===== config.mk =====
export PLATFORM = sky130hd
export DESIGN_NAME = signed_divider_flat
export DESIGN_NICKNAME = d
export VERILOG_FILES = /design/src/rtl/signed_divider_pkg.sv /design/src/rtl/signed_divider_if.sv /design/src/rtl/signed_divider_step.sv /design/src/rtl/signed_divider.sv /design/src/flat_wrapper.sv
export SDC_FILE = /design/constraint.sdc
export NUM_CORES = 1
export LEC_CHECK = 0
export CAP_MARGIN = 20
export CORE_MARGIN = 2
export CORE_UTILIZATION = 40
export CTS_CLUSTER_DIAMETER = 200
export DETAILED_ROUTE_END_ITERATION = 10
export PLACE_DENSITY = 0.7
export SLEW_MARGIN = 40
export SYNTH_ARGS = -nofsm -noshare
export SYNTH_HDL_FRONTEND = slang
export SYNTH_SLANG_ARGS = --single-unit

===== constraint.sdc =====
create_clock -name clk -period 2.4 [get_ports clk]
set_clock_uncertainty 0.1 [all_clocks]
set_input_delay 0.24 -clock clk [delete_from_list [all_inputs] [get_ports clk]]
set_output_delay 0.24 -clock clk [all_outputs]
set_load 0.03 [all_outputs]

===== src/rtl/signed_divider_pkg.sv =====
// Shared types and width helpers for the iterative signed divider.
package signed_divider_pkg;

    typedef enum logic [1:0] {
        IDLE = 2'd0,
        RUN  = 2'd1,
        FIX  = 2'd2
    } state_e;

    // Step counter must hold the value n itself, not just n-1.
    function automatic int cnt_width(input int n);
        return $clog2(n + 1);
    endfunction

    // Largest positive w-bit two's complement value (2^(w-1)-1), zero-extended to 64 bits.
    function automatic logic [63:0] qmax(input int w);
        return (64'd1 << (w - 1)) - 64'd1;
    endfunction

    // Most negative w-bit two's complement value (-2^(w-1)); the low w bits are the result.
    function automatic logic [63:0] qmin(input int w);
        return ~qmax(w);
    endfunction

endpackage


===== src/rtl/signed_divider_if.sv =====
// Start/operand request and result/status bus of the signed divider.
interface signed_divider_if #(
    parameter int N_W = 16,
    parameter int D_W = 8
);
    logic                  start;
    logic signed [N_W-1:0] dividend;
    logic signed [D_W-1:0] divisor;
    logic                  busy;
    logic                  done;
    logic signed [N_W-1:0] quotient;
    logic signed [D_W-1:0] remainder;
    logic                  div_by_zero;
    logic                  overflow;

    modport master (
        output start, dividend, divisor,
        input  busy, done, quotient, remainder, div_by_zero, overflow
    );

    modport slave (
        input  start, dividend, divisor,
        output busy, done, quotient, remainder, div_by_zero, overflow
    );
endinterface


===== src/rtl/signed_divider_step.sv =====
// One restoring-division step: shift in a dividend bit, trial-subtract the divisor magnitude.
module signed_divider_step #(
    parameter int D_W = 8
) (
    input  logic [D_W:0]   rem_i,
    input  logic           bit_i,
    input  logic [D_W-1:0] dvs_i,
    output logic [D_W:0]   rem_o,
    output logic           qbit_o
);
    logic [D_W+1:0] shifted;
    logic [D_W+1:0] diff;

    always_comb begin
        shifted = {rem_i, bit_i};
        diff    = shifted - {2'b00, dvs_i};
        qbit_o  = (shifted >= {2'b00, dvs_i});
        // A valid partial remainder is always below |divisor|, so the top bit is never needed.
        rem_o   = (D_W + 1)'(qbit_o ? diff : shifted);
    end
endmodule


===== src/rtl/signed_divider.sv =====
// Fixed-latency radix-2 signed divider: magnitude restoring division, then sign fix-up.
module signed_divider
    import signed_divider_pkg::*;
#(
    parameter int N_W = 16,
    parameter int D_W = 8
) (
    input  logic            clk,
    input  logic            rst,
    signed_divider_if.slave bus
);
    localparam int             CNT_W  = cnt_width(N_W);
    localparam logic [N_W-1:0] Q_MAX  = N_W'(qmax(N_W));
    localparam logic [N_W-1:0] Q_MIN  = N_W'(qmin(N_W));

    state_e           state_q, state_d;
    logic [CNT_W-1:0] cnt_q, cnt_d;
    logic             neg_n_q, neg_n_d;
    logic             neg_v_q, neg_v_d;
    logic [N_W-1:0]   dvd_q, dvd_d;
    logic [D_W-1:0]   dvs_q, dvs_d;
    logic [D_W:0]     prem_q, prem_d;
    logic [D_W-1:0]   raw_r_q, raw_r_d;
    logic             dbz_q, dbz_d;
    logic             ovf_q, ovf_d;

    logic             busy_q, busy_d;
    logic             done_q, done_d;
    logic [N_W-1:0]   quo_q, quo_d;
    logic [D_W-1:0]   rem_q, rem_d;
    logic             dbz_o_q, dbz_o_d;
    logic             ovf_o_q, ovf_o_d;

    logic [D_W:0]     prem_step;
    logic             qbit_step;

    signed_divider_step #(.D_W(D_W)) u_step (
        .rem_i  (prem_q),
        .bit_i  (dvd_q[N_W-1]),
        .dvs_i  (dvs_q),
        .rem_o  (prem_step),
        .qbit_o (qbit_step)
    );

    // State register.
    always_ff @(posedge clk or posedge rst) begin
        if (rst) begin
            state_q <= IDLE;
        end else begin
            state_q <= state_d;
        end
    end

    always_comb begin
        // NOTE: every variable gets a default first so no path through the case infers a latch.
        state_d = state_q;
        cnt_d   = cnt_q;
        neg_n_d = neg_n_q;
        neg_v_d = neg_v_q;
        dvd_d   = dvd_q;
        dvs_d   = dvs_q;
        prem_d  = prem_q;
        raw_r_d = raw_r_q;
        dbz_d   = dbz_q;
        ovf_d   = ovf_q;
        done_d  = 1'b0;
        quo_d   = quo_q;
        rem_d   = rem_q;
        dbz_o_d = dbz_o_q;
        ovf_o_d = ovf_o_q;

        case (state_q)
            IDLE: begin
                if (bus.start) begin
                    state_d = RUN;
                    neg_n_d = bus.dividend[N_W-1];
                    neg_v_d = bus.divisor[D_W-1];
                    dvd_d   = bus.dividend[N_W-1] ? -bus.dividend : bus.dividend;
                    dvs_d   = bus.divisor[D_W-1] ? -bus.divisor : bus.divisor;
                    prem_d  = '0;
                    cnt_d   = CNT_W'(N_W);
                    raw_r_d = bus.dividend[D_W-1:0];
                    dbz_d   = (bus.divisor == '0);
                    ovf_d   = (bus.dividend == Q_MIN) && (bus.divisor == '1);
                end
            end
            RUN: begin
                // Quotient bits shift into the vacated low end of the dividend magnitude.
                prem_d = prem_step;
                dvd_d  = {dvd_q[N_W-2:0], qbit_step};
                cnt_d  = cnt_q - CNT_W'(1);
                if (cnt_q == CNT_W'(1)) begin
                    state_d = FIX;
                end
            end
            FIX: begin
                state_d = IDLE;
                done_d  = 1'b1;
                dbz_o_d = dbz_q;
                ovf_o_d = ovf_q;
                if (dbz_q) begin
                    quo_d = neg_n_q ? Q_MIN : Q_MAX;
                    rem_d = raw_r_q;
                end else if (ovf_q) begin
                    quo_d = Q_MAX;
                    rem_d = '0;
                end else begin
                    quo_d = (neg_n_q ^ neg_v_q) ? -dvd_q : dvd_q;
                    rem_d = neg_n_q ? -prem_q[D_W-1:0] : prem_q[D_W-1:0];
                end
            end
            default: state_d = IDLE;
        endcase

        busy_d = (state_d != IDLE);
    end

    // NOTE: no memories here, so every register takes the asynchronous reset value.
    always_ff @(posedge clk or posedge rst) begin
        if (rst) begin
            cnt_q   <= '0;
            neg_n_q <= 1'b0;
            neg_v_q <= 1'b0;
            dvd_q   <= '0;
            dvs_q   <= '0;
            prem_q  <= '0;
            raw_r_q <= '0;
            dbz_q   <= 1'b0;
            ovf_q   <= 1'b0;
            busy_q  <= 1'b0;
            done_q  <= 1'b0;
            quo_q   <= '0;
            rem_q   <= '0;
            dbz_o_q <= 1'b0;
            ovf_o_q <= 1'b0;
        end else begin
            // NOTE: non-blocking assignments so every register samples the pre-edge values.
            cnt_q   <= cnt_d;
            neg_n_q <= neg_n_d;
            neg_v_q <= neg_v_d;
            dvd_q   <= dvd_d;
            dvs_q   <= dvs_d;
            prem_q  <= prem_d;
            raw_r_q <= raw_r_d;
            dbz_q   <= dbz_d;
            ovf_q   <= ovf_d;
            busy_q  <= busy_d;
            done_q  <= done_d;
            quo_q   <= quo_d;
            rem_q   <= rem_d;
            dbz_o_q <= dbz_o_d;
            ovf_o_q <= ovf_o_d;
        end
    end

    assign bus.busy        = busy_q;
    assign bus.done        = done_q;
    assign bus.quotient    = quo_q;
    assign bus.remainder   = rem_q;
    assign bus.div_by_zero = dbz_o_q;
    assign bus.overflow    = ovf_o_q;

endmodule


===== src/flat_wrapper.sv =====
// flat-port wrapper written by rule: the top's interface ports become plain ports
module signed_divider_flat import signed_divider_pkg::*;
#(
    parameter int N_W = 16,
    parameter int D_W = 8
)
  (clk, rst, bus_start, bus_dividend, bus_divisor, bus_busy, bus_done, bus_quotient, bus_remainder, bus_div_by_zero, bus_overflow);
  signed_divider_if #(.N_W(N_W), .D_W(D_W)) bus_i ();
  input  logic clk;
  input  logic rst;
  input wire logic [$bits(bus_i.start)-1:0] bus_start;
  input wire logic [$bits(bus_i.dividend)-1:0] bus_dividend;
  input wire logic [$bits(bus_i.divisor)-1:0] bus_divisor;
  output wire logic [$bits(bus_i.busy)-1:0] bus_busy;
  output wire logic [$bits(bus_i.done)-1:0] bus_done;
  output wire logic [$bits(bus_i.quotient)-1:0] bus_quotient;
  output wire logic [$bits(bus_i.remainder)-1:0] bus_remainder;
  output wire logic [$bits(bus_i.div_by_zero)-1:0] bus_div_by_zero;
  output wire logic [$bits(bus_i.overflow)-1:0] bus_overflow;
  assign bus_i.start = bus_start;
  assign bus_i.dividend = bus_dividend;
  assign bus_i.divisor = bus_divisor;
  assign bus_busy = bus_i.busy;
  assign bus_done = bus_i.done;
  assign bus_quotient = bus_i.quotient;
  assign bus_remainder = bus_i.remainder;
  assign bus_div_by_zero = bus_i.div_by_zero;
  assign bus_overflow = bus_i.overflow;
  signed_divider #(.N_W(N_W), .D_W(D_W)) u_core (.clk(clk), .rst(rst), .bus(bus_i));
endmodule

==> run_results.csv, run 1 <==
group,metric,value,unit
synth,syn_area,4680,um2
power_and_ir_drop,power_density,1420,nW/um2
grt,grt_pass1_vias,4112,
timing,drv_slew,0,
synth,synth-seq-cells,80,
floorplanning,die_w,112,um
drt,drtAntennaViolNets,0,
drt,wirelength,12200,um
grt,grt_usage,0.198,
timing,setup-violations-final,0,
floorplanning,core,11400,um2
timing,relSlewSlack,0.535,
clock_network,holdBufCountCts,0,
layout,nets,634,
place,dp.final_hpwl,8850,um
synth,syn-instance-count,520,
floorplanning,fp.dieArea,12600,um2
floorplanning,chipHeight,112,um
synth,synthTopCellsByArea,"dfrtp_1 (43%), nand2_1 (5.6%), o21ai_0 (5.5%), xor2_1 (4.9%), ha_1 (4.0%)",
floorplanning,io_pins,55,
timing,min_period_over_period,0.981,
grt,grt_overflow,0,
floorplanning,rows,39,
power_and_ir_drop,p_leak,2.57,nW
synth,synthesis.nets,563,
status,status,"finished, final reports clean",
layout,n_antenna_cell,0,
job,maxCapViolCount,0,
timing,min_period,2.35,ns
synth,synth_edf_count,0,
synth,synth-async-reset-ratio,1.00,
synth,synthFlopType,"dfrtp_1",
drt,first_iter_violations,265,
drt,drt_pre_antenna_iters,5,
synth,yosysWarningCount,0,
synth,syn_area_per_cell,8.99,um2
grt,grt_pass1_wl,20300,um
synth,synth_cell_type_count,59,
synth,yosysSeqAreaShare,0.428,
layout,syn2layout_area_growth,27.4,%
place,place_area,5540,um2
worst_setup_path,crit_path_end_kind,"register",
layout,post_route_cells_drive_above_1_share,0.117,
clock_network,cts_buffer_depth,2,
drt,drc_errors,0,
place,post-place-ws,-0.0702,ns
clock_network,cts_made_buffers,9,
worst_setup_path,worstPathMaxFanout,4,
hold_path,hold_class,"in2async",
drt,wire_per_inst,16.6,um
timing,fmax,425,MHz
clock_network,clk_pin_slew,0.06,ns
worst_setup_path,startpoint,"u_core.dvd_q[15]",
worst_setup_path,crit_type,"reg2reg",
grt,grt_max_degree,81,
timing,tightest_slew,0.692,ns
synth,synth_top_area_frac,0.428,
synth,synth_area_leader_cell,"dfrtp_1",
synth,yosys-top-cells-count,"dfrtp_1 (80), nand2_1 (70), o21ai_0 (51)",
worst_setup_path,arrival,2.46,ns
layout,stdcell_area,5960,um2
drt,viasPerCell,5.63,
synth,synth_most_common_cell,"dfrtp_1",
worst_setup_path,worstPathRequired,2.50,ns
place,io_buffers,54,
clock_network,clock_latency,0.34,ns
clock_network,cts_tree,"yes",
grt,antenna_found_initial,0,
worst_setup_path,startpoint_type,"register",
timing,setup_ws,0.0452,ns
drt,via_count,4164,
timing,rsz0062_at_grt,"yes",
worst_setup_path,r2r_start,"u_core.dvd_q[15]",
clock_network,cts_root_buf,"clkbuf_16",
place,gp_congestion,0.820,
clock_network,ctsHtreeMaxLevel,3,
timing,hold_viol,0,
floorplanning,initial_core_util,0.409,
power_and_ir_drop,peakVddDrop,0.633,mV
clock_network,cts.sinks,80,
[sequential cells by signal (all words and copies together), names as in the netlist]
register,flops
u_core.bus.quotient,16
u_core.dvd_q,16
u_core.prem_q,9
u_core.bus.remainder,8
u_core.dvs_q,8
u_core.raw_r_q,8
u_core.cnt_q,5
u_core.state_q,2
u_core.bus.busy,1
u_core.bus.div_by_zero,1
u_core.bus.done,1
u_core.bus.overflow,1
u_core.dbz_q,1
u_core.neg_n_q,1
u_core.neg_v_q,1
u_core.ovf_q,1
[cells by family after synthesis]
logic type | Yosys count | share of synthesized area
flops | 80 | 0.428
mux | 10 | 0.0214
buf+inv | 55 | 0.0450
simple gates | 160 | 0.166
fa+ha+maj | 16 | 0.0444
compound gates | 155 | 0.213
xor+xnor | 44 | 0.0824
[worst max-delay path, stage by stage (launching register included)]
cell,delay [ns]
dfrtp_1,0.39
inv_2,0.08
ha_4,0.13
inv_2,0.04
fa_2,0.35
a21o_1,0.20
buf_6,0.12
o2111ai_2,0.14
and3b_2,0.23
buf_6,0.13
mux2i_1,0.21
o22ai_1,0.11
[cells in the final DEF, fill, tap and decap left out, types with 4 or more instances in the layout]
| cell | synthesis | routed |
|---|---|---|
| xnor2_1 | 18 | 18 |
| clkdlybuf4s50_1 | 0 | 54 |
| nor2b_1 | 5 | 5 |
| a21o_1 | 4 | 4 |
| o31ai_1 | 11 | 11 |
| nor2_1 | 27 | 27 |
| nor4_1 | 5 | 5 |
| nor3_1 | 10 | 10 |
| dfrtp_1 | 80 | 80 |
| nand2_1 | 70 | 70 |
| or3_1 | 4 | 4 |
| nand3b_1 | 4 | 4 |
| xor2_1 | 26 | 26 |
| o22ai_1 | 11 | 11 |
| a221oi_1 | 5 | 5 |
| clkbuf_16 | 0 | 9 |
| nand2b_1 | 6 | 6 |
| o21ai_0 | 51 | 49 |
| ha_1 | 15 | 14 |
| buf_4 | 0 | 29 |
| a21oi_1 | 27 | 27 |
| mux2i_1 | 10 | 10 |
| and3_1 | 5 | 5 |
| inv_1 | 26 | 23 |
| nand3_1 | 10 | 10 |
| o21ai_1 | 6 | 8 |
| a22oi_1 | 8 | 8 |
[cell type report]
cell class	instances	area [um2]
fillers	1070	5460
flip-flops and latches	80	2000
inverters	27	103
multi-input cells	385	2510
clock inverters	7	103
well taps	143	179
clock buffers	9	225
repair buffers	88	832
[stage by stage]
stage | cells | hold slack, ns | total power, mW | TNS, ns | utilization
4_1_cts | 736 | 0.239 | 8.26 | 0 | 0.516
5_1_grt | 739 | 0.247 | 9.13 | -0.0242 | 0.522
3_3_place_gp | 719 | 0.357 | 6.56 | -0.0333 | 0.485
3_5_place_dp | 719 | 0.364 | 6.69 | -0.141 | 0.485
6_report | 739 | 0.199 | 8.48 | 0 | 0.522
2_1_floorplan | 520 | 0.245 | 5.37 | 0 | -
[what timing repair did]
item                                    CTS  global route
setup buffers                             1             3
pin swaps                                 1             6
gates resized for setup                   5            10
cloned                                    0             0
endpoints found under the setup margin    6            10
[worst paths after layout]
kind	to	slack, ns	depth (start not counted)
min reg2reg	u_core.cnt_q[4]	0.37	1
max in group asynchronous	u_core.cnt_q[1]	1.65	3
max	u_core.prem_q[1]	0.05	11
min in group clk	u_core.cnt_q[4]	0.37	1
max reg2reg	u_core.prem_q[1]	0.05	11
min	u_core.bus.remainder[2]	0.20	3
[routing by layer]
layer	share of wire	GRT usage	wire length [um]
met1	0.44	0.258	5350
met2	0.49	0.332	5940
met3	0.051	0.0362	620
met4	0.026	0.0740	315
met5	0	0	0
[power by group]
part | switching [mW] | internal (mW)
sequential | 0.673 | 1.94
clock | 0.565 | 0.921
combinational | 2.32 | 2.07
Power figures use the tool's default switching activity.
==> inputs of run 2 (changes only) <==
- CORE_MARGIN: 2 -> 5
- RECOVER_POWER: default -> 25
==> run 2 against run 1 <==
The run now ends with max-capacitance violations, max-slew violations left. Setup slack improved by 0.064 ns. Hold slack improved by 0.17 ns. Non-clock buffer count fell by 1. Power fell by 4.1%. Combinational power fell by 4.8%. Cell count fell by 0.14%. Critical path depth fell by 5. Via count fell by 1.5%. Core utilization fell by 0.80 points.
==> run_results.csv, run 2 (synthesized netlist as in run 1, its figures left out) <==
group,metric,value,unit
status,status,"finished with violations",
status,violations,"max-capacitance violations, max-slew violations",
grt,grt_overflow,0,
timing,setup-violations-final,0,
drt,viasPerCell,5.56,
grt,grtUsageMet1,0.237,
layout,fin_util,0.514,
power_and_ir_drop,clkPwrFrac,0.167,
grt,use_met2,0.281,
layout,mostFrequentLayoutCells,"dfrtp_1 (80), nand2_1 (70), clkdlybuf4s50_1 (53), o21ai_0 (51), buf_4 (30)",
grt,grt_pass1_wl,20500,um
place,dp.final_hpwl,9160,um
layout,layout_commonest_cell,"dfrtp_1",
grt,met3_usage,0.0346,
hold_path,hold_class,"reg2reg",
layout,nets,633,
floorplanning,chipHeight,118,um
drt,via_count,4102,
grt,grt_pass1_vias,4146,
clock_network,clk_pin_slew,0.06,ns
power_and_ir_drop,p_int,4.69,mW
place,dp.cells,721,
clock_network,cts_root_buf,"clkbuf_16",
timing,min_period,2.29,ns
floorplanning,core,11400,um2
clock_network,cts.sinks,80,
timing,rsz0062_at_grt,"no",
worst_setup_path,crit_path_end_kind,"register",
worst_setup_path,max_stage_delay,0.52,ns
power_and_ir_drop,p_seq_frac,0.318,
grt,grt_usage,0.176,
timing,hold_viol,0,
drt,drc_errors,0,
clock_network,ctsHtreeMaxLevel,3,
drt,wire_per_inst,16.2,um
place,io_buffers,54,
layout,fin_cells,738,
floorplanning,io_pins,55,
layout,n_antenna_cell,0,
grt,grt_busiest_layer,"met2",
drt,drt_pre_antenna_iters,5,
worst_setup_path,slowest_stage,"a2111oi_0",
floorplanning,fp.dieArea,14000,um2
clock_network,cts_buffer_depth,2,
drt,drtAntennaViolNets,0,
clock_network,clock_latency,0.34,ns
grt,grt_max_degree,38,
floorplanning,initial_core_util,0.409,
clock_network,cts_tree,"yes",
worst_setup_path,startpoint_type,"register",
job,maxCapViolCount,1,
layout,post_route_cells_drive_above_1_share,0.108,
power_and_ir_drop,peakVddDrop,0.611,mV
power_and_ir_drop,p_sw_frac,0.423,
power_and_ir_drop,power_density,1390,nW/um2
worst_setup_path,path_cells,"ha_1, a2111oi_0, and3b_2, buf_12, mux2i_1, o22ai_1",
worst_setup_path,worstPathMaxFanout,11,
timing,fmax,436,MHz
power_and_ir_drop,switching_power,3.44,mW
floorplanning,rows,39,
timing,tightest_slew,1.56,ns
timing,relSlewSlack,-0.0470,
place,gp_congestion,0.828,
grt,antenna_found_initial,0,
drt,first_iter_violations,291,
power_and_ir_drop,comb_power_share,0.514,
layout,syn2layout_area_growth,25.4,%
drt,wirelength,12000,um
timing,drv_slew,38,
worst_setup_path,arrival,2.39,ns
worst_setup_path,crit_type,"reg2reg",
worst_setup_path,worstPathRequired,2.50,ns
clock_network,cts_made_buffers,9,
timing,min_period_over_period,0.955,
floorplanning,die_w,118,um
power_and_ir_drop,p_leak,2.52,nW
run 2: critical path, delay by kind of cell, from the launching register on:
kind | cells | cell delay (ns)
AOI/OAI and AO/OA | 2 | 0.61
adders and majority gates | 1 | 0.32
buffers and inverters | 1 | 0.14
DFF | 1 | 0.46
muxes | 1 | 0.20
and+or+nand+nor | 1 | 0.32
run 2: final timing paths:
| kind | end | from | depth (start not counted) | slack [ns] |
|---|---|---|---|---|
| setup / recovery | u_core.prem_q[1] | u_core.prem_q[5] | 6 | 0.11 |
| hold / removal | u_core.cnt_q[4] | u_core.cnt_q[4] | 1 | 0.37 |
| setup reg to reg | u_core.prem_q[1] | u_core.prem_q[5] | 6 | 0.11 |
| hold reg to reg | u_core.cnt_q[4] | u_core.cnt_q[4] | 1 | 0.37 |
| max in group asynchronous | u_core.dvs_q[4] | rst | 3 | 0.45 |
| min in group asynchronous | u_core.bus.done | rst | 2 | 0.62 |
run 2: cell type report:
class	count	area (um2)
clock inverters	5	57.6
flip-flops and latches	80	2000
clock buffers	11	233
fillers	1076	5550
well taps	143	179
inverters	27	103
repair buffers	87	797
multi-input cells	385	2490
run 2: per-layer routing:
metal	vias up	wire length, um
met2	109	5610
met5	-	0
li1	2000	-
met3	17	598
met4	0	243
met1	1976	5530
run 2: metrics by stage:
step / TNS, ns / hold WS, ns / instance area [um2] / total power, mW / setup slack, ns
floorplan: 0 / 0.245 / 4680 / 5.37 / 0.000391
global placement: -0.0464 / 0.359 / 5550 / 6.53 / -0.0464
detailed placement: -0.0946 / 0.365 / 5550 / 6.70 / -0.0709
CTS: 0 / 0.206 / 5850 / 8.09 / 0.000911
global route: 0 / 0.404 / 5860 / 8.77 / 0.0231
finish: 0 / 0.372 / 5860 / 8.13 / 0.109
run 2: power by group through the flow:
stage | Combinational [mW] | Clock (mW) | Sequential, mW
6_report | 4.18 | 1.36 | 2.59
2_1_floorplan | 2.70 | 0 | 2.66
5_1_grt | 4.65 | 1.45 | 2.68
3_3_place_gp | 3.98 | 0 | 2.56
4_1_cts | 4.13 | 1.38 | 2.58
3_5_place_dp | 4.10 | 0 | 2.60
run 2: repair_timing:
| item | CTS | global route |
|---|---|---|
| hold endpoints to repair | 0 | 0 |
| resized for setup | 1 | 6 |
| buffers inserted | 0 | 1 |
| pin swaps | 0 | 1 |
| hold buffers | 0 | 0 |
| setup endpoints to repair | 1 | 6 |
| gates cloned | 0 | 0 |
